--- src/rtl/memory_stage.sv ---
// MEM pipeline stage: drives a word-wide synchronous RAM for loads and stores, extends
// sub-word load data and builds sub-word stores by read-modify-write.
module memory_stage #(
   parameter int unsigned RAM_LATENCY = 1
) (
   input  logic        clk,
   input  logic        rst,
   input  logic        in_valid,
   input  logic        MemRead,
   input  logic        MemWrite,
   input  logic [2:0]  funct3,
   input  logic [31:0] result_alu,
   input  logic [31:0] rs2_value,
   input  logic [4:0]  in_RegDest,
   input  logic        in_RegWrite,
   output logic [31:0] ram_address,
   output logic [31:0] ram_data_in,
   output logic        ram_write_enable,
   input  logic [31:0] ram_data_out,
   output logic        busy,
   output logic        mem_done,
   output logic [31:0] data_mem,
   output logic [31:0] result_alu_out,
   output logic [4:0]  out_RegDest,
   output logic        out_RegWrite,
   output logic        mem_fault
);

   localparam int unsigned CntW = (RAM_LATENCY < 2) ? 1 : $clog2(RAM_LATENCY + 1);
   localparam logic [CntW-1:0] CntInit = CntW'(RAM_LATENCY);
   localparam logic [CntW-1:0] CntOne = CntW'(1);

   typedef enum logic [1:0] {StIdle, StRead, StRmwRead, StWrite} state_e;

   state_e          state_q, state_d;
   logic [CntW-1:0] cnt_q, cnt_d;
   logic [31:0]     addr_q, addr_d;
   logic [31:0]     wdata_q, wdata_d;
   logic [1:0]      lo_q, lo_d;
   logic [2:0]      f3_q, f3_d;
   logic [31:0]     alu_q, alu_d;
   logic [4:0]      rd_q, rd_d;
   logic            rw_q, rw_d;
   logic            done_q, done_d;
   logic            fault_q, fault_d;
   logic [31:0]     dmem_q, dmem_d;

   logic        mem_op, illegal, misaligned, fault;
   logic [7:0]  lane_byte;
   logic [15:0] lane_half;
   logic [31:0] load_ext, mask, ins, merged;

   assign mem_op = MemRead | MemWrite;

   always_comb begin
      illegal    = (funct3[1:0] == 2'b11) || (funct3[2] && (MemWrite || funct3[1]))
                   || (MemRead && MemWrite);
      misaligned = ((funct3[1:0] == 2'b01) && result_alu[0])
                   || ((funct3[1:0] == 2'b10) && (result_alu[1:0] != 2'b00));
      fault      = mem_op && (illegal || misaligned);
   end

   always_comb begin
      lane_byte = ram_data_out[{lo_q, 3'b000} +: 8];
      lane_half = lo_q[1] ? ram_data_out[31:16] : ram_data_out[15:0];
      unique case (f3_q)
         3'b000:  load_ext = {{24{lane_byte[7]}}, lane_byte};
         3'b001:  load_ext = {{16{lane_half[15]}}, lane_half};
         3'b100:  load_ext = {24'h0, lane_byte};
         3'b101:  load_ext = {16'h0, lane_half};
         default: load_ext = ram_data_out;
      endcase
   end

   // Store data stays in wdata_q until the merge replaces it with the full word.
   always_comb begin
      if (f3_q[1:0] == 2'b00) begin
         mask = 32'h0000_00FF << {lo_q, 3'b000};
         ins  = {4{wdata_q[7:0]}};
      end else begin
         mask = lo_q[1] ? 32'hFFFF_0000 : 32'h0000_FFFF;
         ins  = {2{wdata_q[15:0]}};
      end
      merged = (ram_data_out & ~mask) | (ins & mask);
   end

   always_comb begin
      state_d = state_q;
      cnt_d   = cnt_q;
      addr_d  = addr_q;
      wdata_d = wdata_q;
      lo_d    = lo_q;
      f3_d    = f3_q;
      alu_d   = alu_q;
      rd_d    = rd_q;
      rw_d    = rw_q;
      fault_d = fault_q;
      dmem_d  = dmem_q;
      done_d  = 1'b0;
      unique case (state_q)
         StIdle: begin
            if (in_valid) begin
               addr_d  = {result_alu[31:2], 2'b00};
               wdata_d = rs2_value;
               lo_d    = result_alu[1:0];
               f3_d    = funct3;
               alu_d   = result_alu;
               rd_d    = in_RegDest;
               rw_d    = in_RegWrite & ~fault;
               fault_d = fault;
               dmem_d  = 32'h0;
               if (fault || !mem_op) begin
                  done_d = 1'b1;
               end else if (MemRead) begin
                  state_d = StRead;
                  cnt_d   = CntInit;
               end else if (funct3[1:0] == 2'b10) begin
                  state_d = StWrite;
               end else begin
                  state_d = StRmwRead;
                  cnt_d   = CntInit;
               end
            end
         end
         StRead: begin
            if (cnt_q == CntOne) begin
               dmem_d  = load_ext;
               done_d  = 1'b1;
               cnt_d   = '0;
               state_d = StIdle;
            end else begin
               cnt_d = cnt_q - CntOne;
            end
         end
         StRmwRead: begin
            if (cnt_q == CntOne) begin
               wdata_d = merged;
               cnt_d   = '0;
               state_d = StWrite;
            end else begin
               cnt_d = cnt_q - CntOne;
            end
         end
         StWrite: begin
            done_d  = 1'b1;
            state_d = StIdle;
         end
         default: state_d = StIdle;
      endcase
   end

   always_ff @(posedge clk or negedge rst) begin
      if (!rst) begin
         state_q <= StIdle;
         cnt_q   <= '0;
         addr_q  <= 32'h0;
         wdata_q <= 32'h0;
         lo_q    <= 2'b00;
         f3_q    <= 3'b000;
         alu_q   <= 32'h0;
         rd_q    <= 5'h0;
         rw_q    <= 1'b0;
         done_q  <= 1'b0;
         fault_q <= 1'b0;
         dmem_q  <= 32'h0;
      end else begin
         state_q <= state_d;
         cnt_q   <= cnt_d;
         addr_q  <= addr_d;
         wdata_q <= wdata_d;
         lo_q    <= lo_d;
         f3_q    <= f3_d;
         alu_q   <= alu_d;
         rd_q    <= rd_d;
         rw_q    <= rw_d;
         done_q  <= done_d;
         fault_q <= fault_d;
         dmem_q  <= dmem_d;
      end
   end

   assign ram_address      = addr_q;
   assign ram_data_in      = wdata_q;
   assign ram_write_enable = (state_q == StWrite);
   assign busy             = (state_q != StIdle);
   assign mem_done         = done_q;
   assign data_mem         = dmem_q;
   assign result_alu_out   = alu_q;
   assign out_RegDest      = rd_q;
   assign out_RegWrite     = rw_q;
   assign mem_fault        = fault_q;

endmodule

--- config.mk ---
export PLATFORM = sky130hd
export DESIGN_NAME = memory_stage
export DESIGN_NICKNAME = d
export VERILOG_FILES = /design/src/rtl/memory_stage.sv
export SDC_FILE = /design/constraint.sdc
export NUM_CORES = 1
export LEC_CHECK = 0
export BUFFER_PORTS_ARGS = -buffer_cell sky130_fd_sc_hd__buf_4
export CAP_MARGIN = 20
export CORE_MARGIN = 2
export CORE_UTILIZATION = 40
export CTS_CLUSTER_SIZE = 30
export DETAILED_ROUTE_END_ITERATION = 8
export PLACE_DENSITY_LB_ADDON = 0.15
export SYNTH_ARGS = -nofsm -noshare
export SYNTH_HDL_FRONTEND = slang
export SYNTH_SLANG_ARGS = --single-unit
--- constraint.sdc ---
create_clock -name clk -period 2.7 [get_ports clk]
set_input_delay 0.27 -clock clk [delete_from_list [all_inputs] [get_ports clk]]
set_output_delay 0.27 -clock clk [all_outputs]
set_load 0.02 [all_outputs]
==> results.cfg <==
[logic_synthesis]
synthCells = 544
synth-simple-area-share_pct = 7.41
synth_top_family_by_area = compound AO/OA/AOI/OAI gates
ys.flop_type = dfrtp_1
netlist_area_um2 = 5780
synth_mux_area_share_pct = 12.3
synth.distinct_cells = 49
syn_area_per_cell_um2 = 10.6
synthAdderAreaFrac_pct = 0.866
synth-edff-count = 0
synth-seq-cells = 110
yosysWarnings = 0
seq_area_frac_synth_pct = 47.6
synth_xor_area_share_pct = 0
synth_compound_area_share_pct = 23.6
synth-async-reset-ratio_pct = 100

[layout]
area.growth.synth_to_final_pct = 36.0
drive_gt1_share_pct = 44.8
num-nets-final = 854
n_fill_cell = 1261
fin_util_pct = 56.1
final_cells = 925
diodes = 0
stdcell_area_um2 = 7850

[worst_setup_path]
startpoint = state_q[0]
end_kind = flop
rr_worst_depth = 6
slowest_delay_ns = 0.90
reg2reg_from = state_q[0]
critical_path.slowest_cell = nor3b_2
path_class = reg -> reg
reg2reg_slack_ns = 0.26
crit_arrival_ns = 2.74
crit_required_ns = 2.99
crit_chain = inv_1, ha_1, nand2b_2, nand3_2, nor3b_2, a221o_1
worstReg2RegEnd = data_mem[18]
worst_setup_path_start_kind = flop
crit_fanout = 16

[sta]
slew_violations = 0
max_slew_margin_pct = 29.2
setup-tns-final_ns = 0
hold_slack_ns = 0.136
grt_setup_unrepaired = no
setup_slack_ns = 0.256
setup_violations = 0
hold_viol = 0
fmaxAchievable_mhz = 409
finalCritPeriodShare_pct = 90.5
min_period_ns = 2.44
worstMarginPinSlew_ns = 1.06
finalClockSkew_ns = 0.00903

[route]
vias = 5240
routed_wl_um = 18200
dr.pass1.iters = 5
drt_iter0_markers = 279
wl_per_cell_um = 19.7
ant_nets = 0
viasPerCell = 5.66
drc = 0

[global_route]
antenna_found_initial = 0
grt.overflow.total = 0
grt_max_degree = 57
first_global_vias = 5088
grtUsageTotal_pct = 23.5
grt_first_pass_wirelength_um = 27200

[floorplanning]
chipHeight_um = 124
start_util_pct = 41.3
fp.dieW_um = 124
die_area_um2 = 15400
core_area_um2 = 14000
ios = 248
rows = 43

[placement]
placed_cell_area_um2 = 7520
dp_hpwl_um = 14000
placedCellCount = 908
place_ws_ns = 0.172
placement.io_buffers = 245
place_congestion = 0.877

[min_path]
hold_class = in -> reg
min_from = result_alu[30]
hold_end = result_alu_out[30]
whs_path_depth = 2

[clock_network]
cts_buffer_depth = 2
tritoncts = yes
cts_buffers = 9
cts_root_buf = clkbuf_16
clock_latency_ns = 0.36
cts_max_level = 3
cts.sinks = 110
cts.clk_slew.worst_paths_ns = 0.07

[status]
status = finished, final reports clean

[power_and_ir_drop]
ir_drop_mv = 0.797
power_density_nw_per_um2 = 1400
p_total_mw = 11.0
leakage_nw = 3.82

[run]
maxCapViolations = 0
==> synth_stat cells (3+ instances only) <==
master | count | share of area, %
and2b_1 | 3 | 0.39
ha_1 | 4 | 0.87
dfrtp_1 | 110 | 48
o221ai_1 | 9 | 1.4
a21oi_1 | 15 | 1.3
mux2_2 | 51 | 9.9
mux2i_1 | 8 | 1.4
buf_4 | 32 | 4.2
o21ai_1 | 16 | 1.4
and2_1 | 4 | 0.43
a221o_1 | 16 | 2.8
buf_6 | 3 | 0.58
a211oi_1 | 8 | 1.0
nor2b_1 | 7 | 0.76
a32oi_1 | 7 | 1.1
clkbuf_1 | 14 | 0.91
o22ai_1 | 16 | 1.7
a22oi_1 | 9 | 1.2
o211a_1 | 16 | 2.8
a21o_1 | 7 | 0.91
inv_1 | 6 | 0.39
nor2_1 | 9 | 0.58
o21ai_0 | 63 | 5.5
nand2_1 | 44 | 2.9
buf_2 | 19 | 1.6
a31oi_1 | 9 | 0.97
o21a_1 | 9 | 1.2
buf_1 | 5 | 0.32
==> registers in the layout, indices dropped and copies added (netlist names), named ones only <==
signal and cells:
lo_q 1, ram_data_in 24, mem_done 1, result_alu_out 31, data_mem 32, state_q 2
mem_fault 1, out_RegDest 5, f3_q 3, cnt_q 1, out_RegWrite 1
==> worst max-delay path: cells and delay by family, from the launching register on <==
family	cells	cell delay [ns]
buf+inv	1	0.08
simple gates	3	1.31
compound gates	1	0.23
flops	1	0.40
fa+ha+maj	1	0.36
==> timing repair <==
item,4_1_cts,5_1_grt
gates resized for setup,0,1
setup endpoints to repair,0,8
hold endpoints to repair,14,0
hold buffers,1,0
buffers inserted,0,0
==> worst max-delay path by stage <==
stage	end	slack [ns]	cells after the start
4_1_cts	ram_data_in[21]	0.15	6
2_1_floorplan	flop	0.86	9
5_1_grt	data_mem[19]	0.15	6
3_5_place_dp	ram_data_in[21]	0.17	6
6_report	data_mem[18]	0.26	6
3_3_place_gp	ram_data_in[20]	0.33	6
==> kinds of logic after synthesis <==
logic type	Yosys count
AO/OA/AOI/OAI	204
flip-flops	110
AND/OR/NAND/NOR	83
buffers and inverters	80
multiplexers	62
adder cells (fa/ha/maj)	4
other	1
==> layout by cell type (no fill, tap or decap), types with 2 or more instances in the layout <==
cell type / count
a32oi_1: 7
o221ai_1: 9
mux4_2: 2
and2_1: 3
nor2b_1: 7
mux2_2: 51
o21ai_1: 15
dfrtp_1: 110
bufinv_16: 2
a21oi_1: 15
buf_12: 2
ha_1: 4
a211oi_1: 8
a22oi_1: 9
buf_4: 254
and2b_1: 3
a31oi_1: 9
nand3_1: 2
o21ai_0: 63
a221o_1: 16
nor2_1: 9
o21a_1: 9
inv_1: 6
mux2i_1: 8
nor3b_1: 2
nand2_1: 43
o211ai_1: 2
o211a_1: 16
o22ai_1: 16
clkbuf_16: 9
conb_1: 2
a21o_1: 7
==> area by class of cell <==
cell class                      instances  area [µm²]  area share [%]
Multi-Input combinational cell        355        2570            32.7
Clock buffer                           11         243            3.09
Timing Repair Buffer                  257        1960            24.9
Tap cell                              180         225            2.87
Sequential cell                       110        2750            35.0
Inverter                                7        26.3           0.335
Clock inverter                          5        81.3            1.04
==> where the power goes <==
part	total, mW	internal (mW)	leakage (nW)	switching (mW)
clock network	1.45	0.841	0.156	0.613
registers	3.18	2.45	1.35	0.730
logic	6.32	2.75	2.32	3.57
==> routing by layer <==
metal,up-vias,GRT usage [%],share of wire (%)
li1,2368,-,-
met1,2612,31.5,42
met2,239,37.6,48
met3,21,6.27,8.6
met4,0,6.32,1.6
met5,-,0,0
No activity file was read; power rests on OpenSTA's default activity.
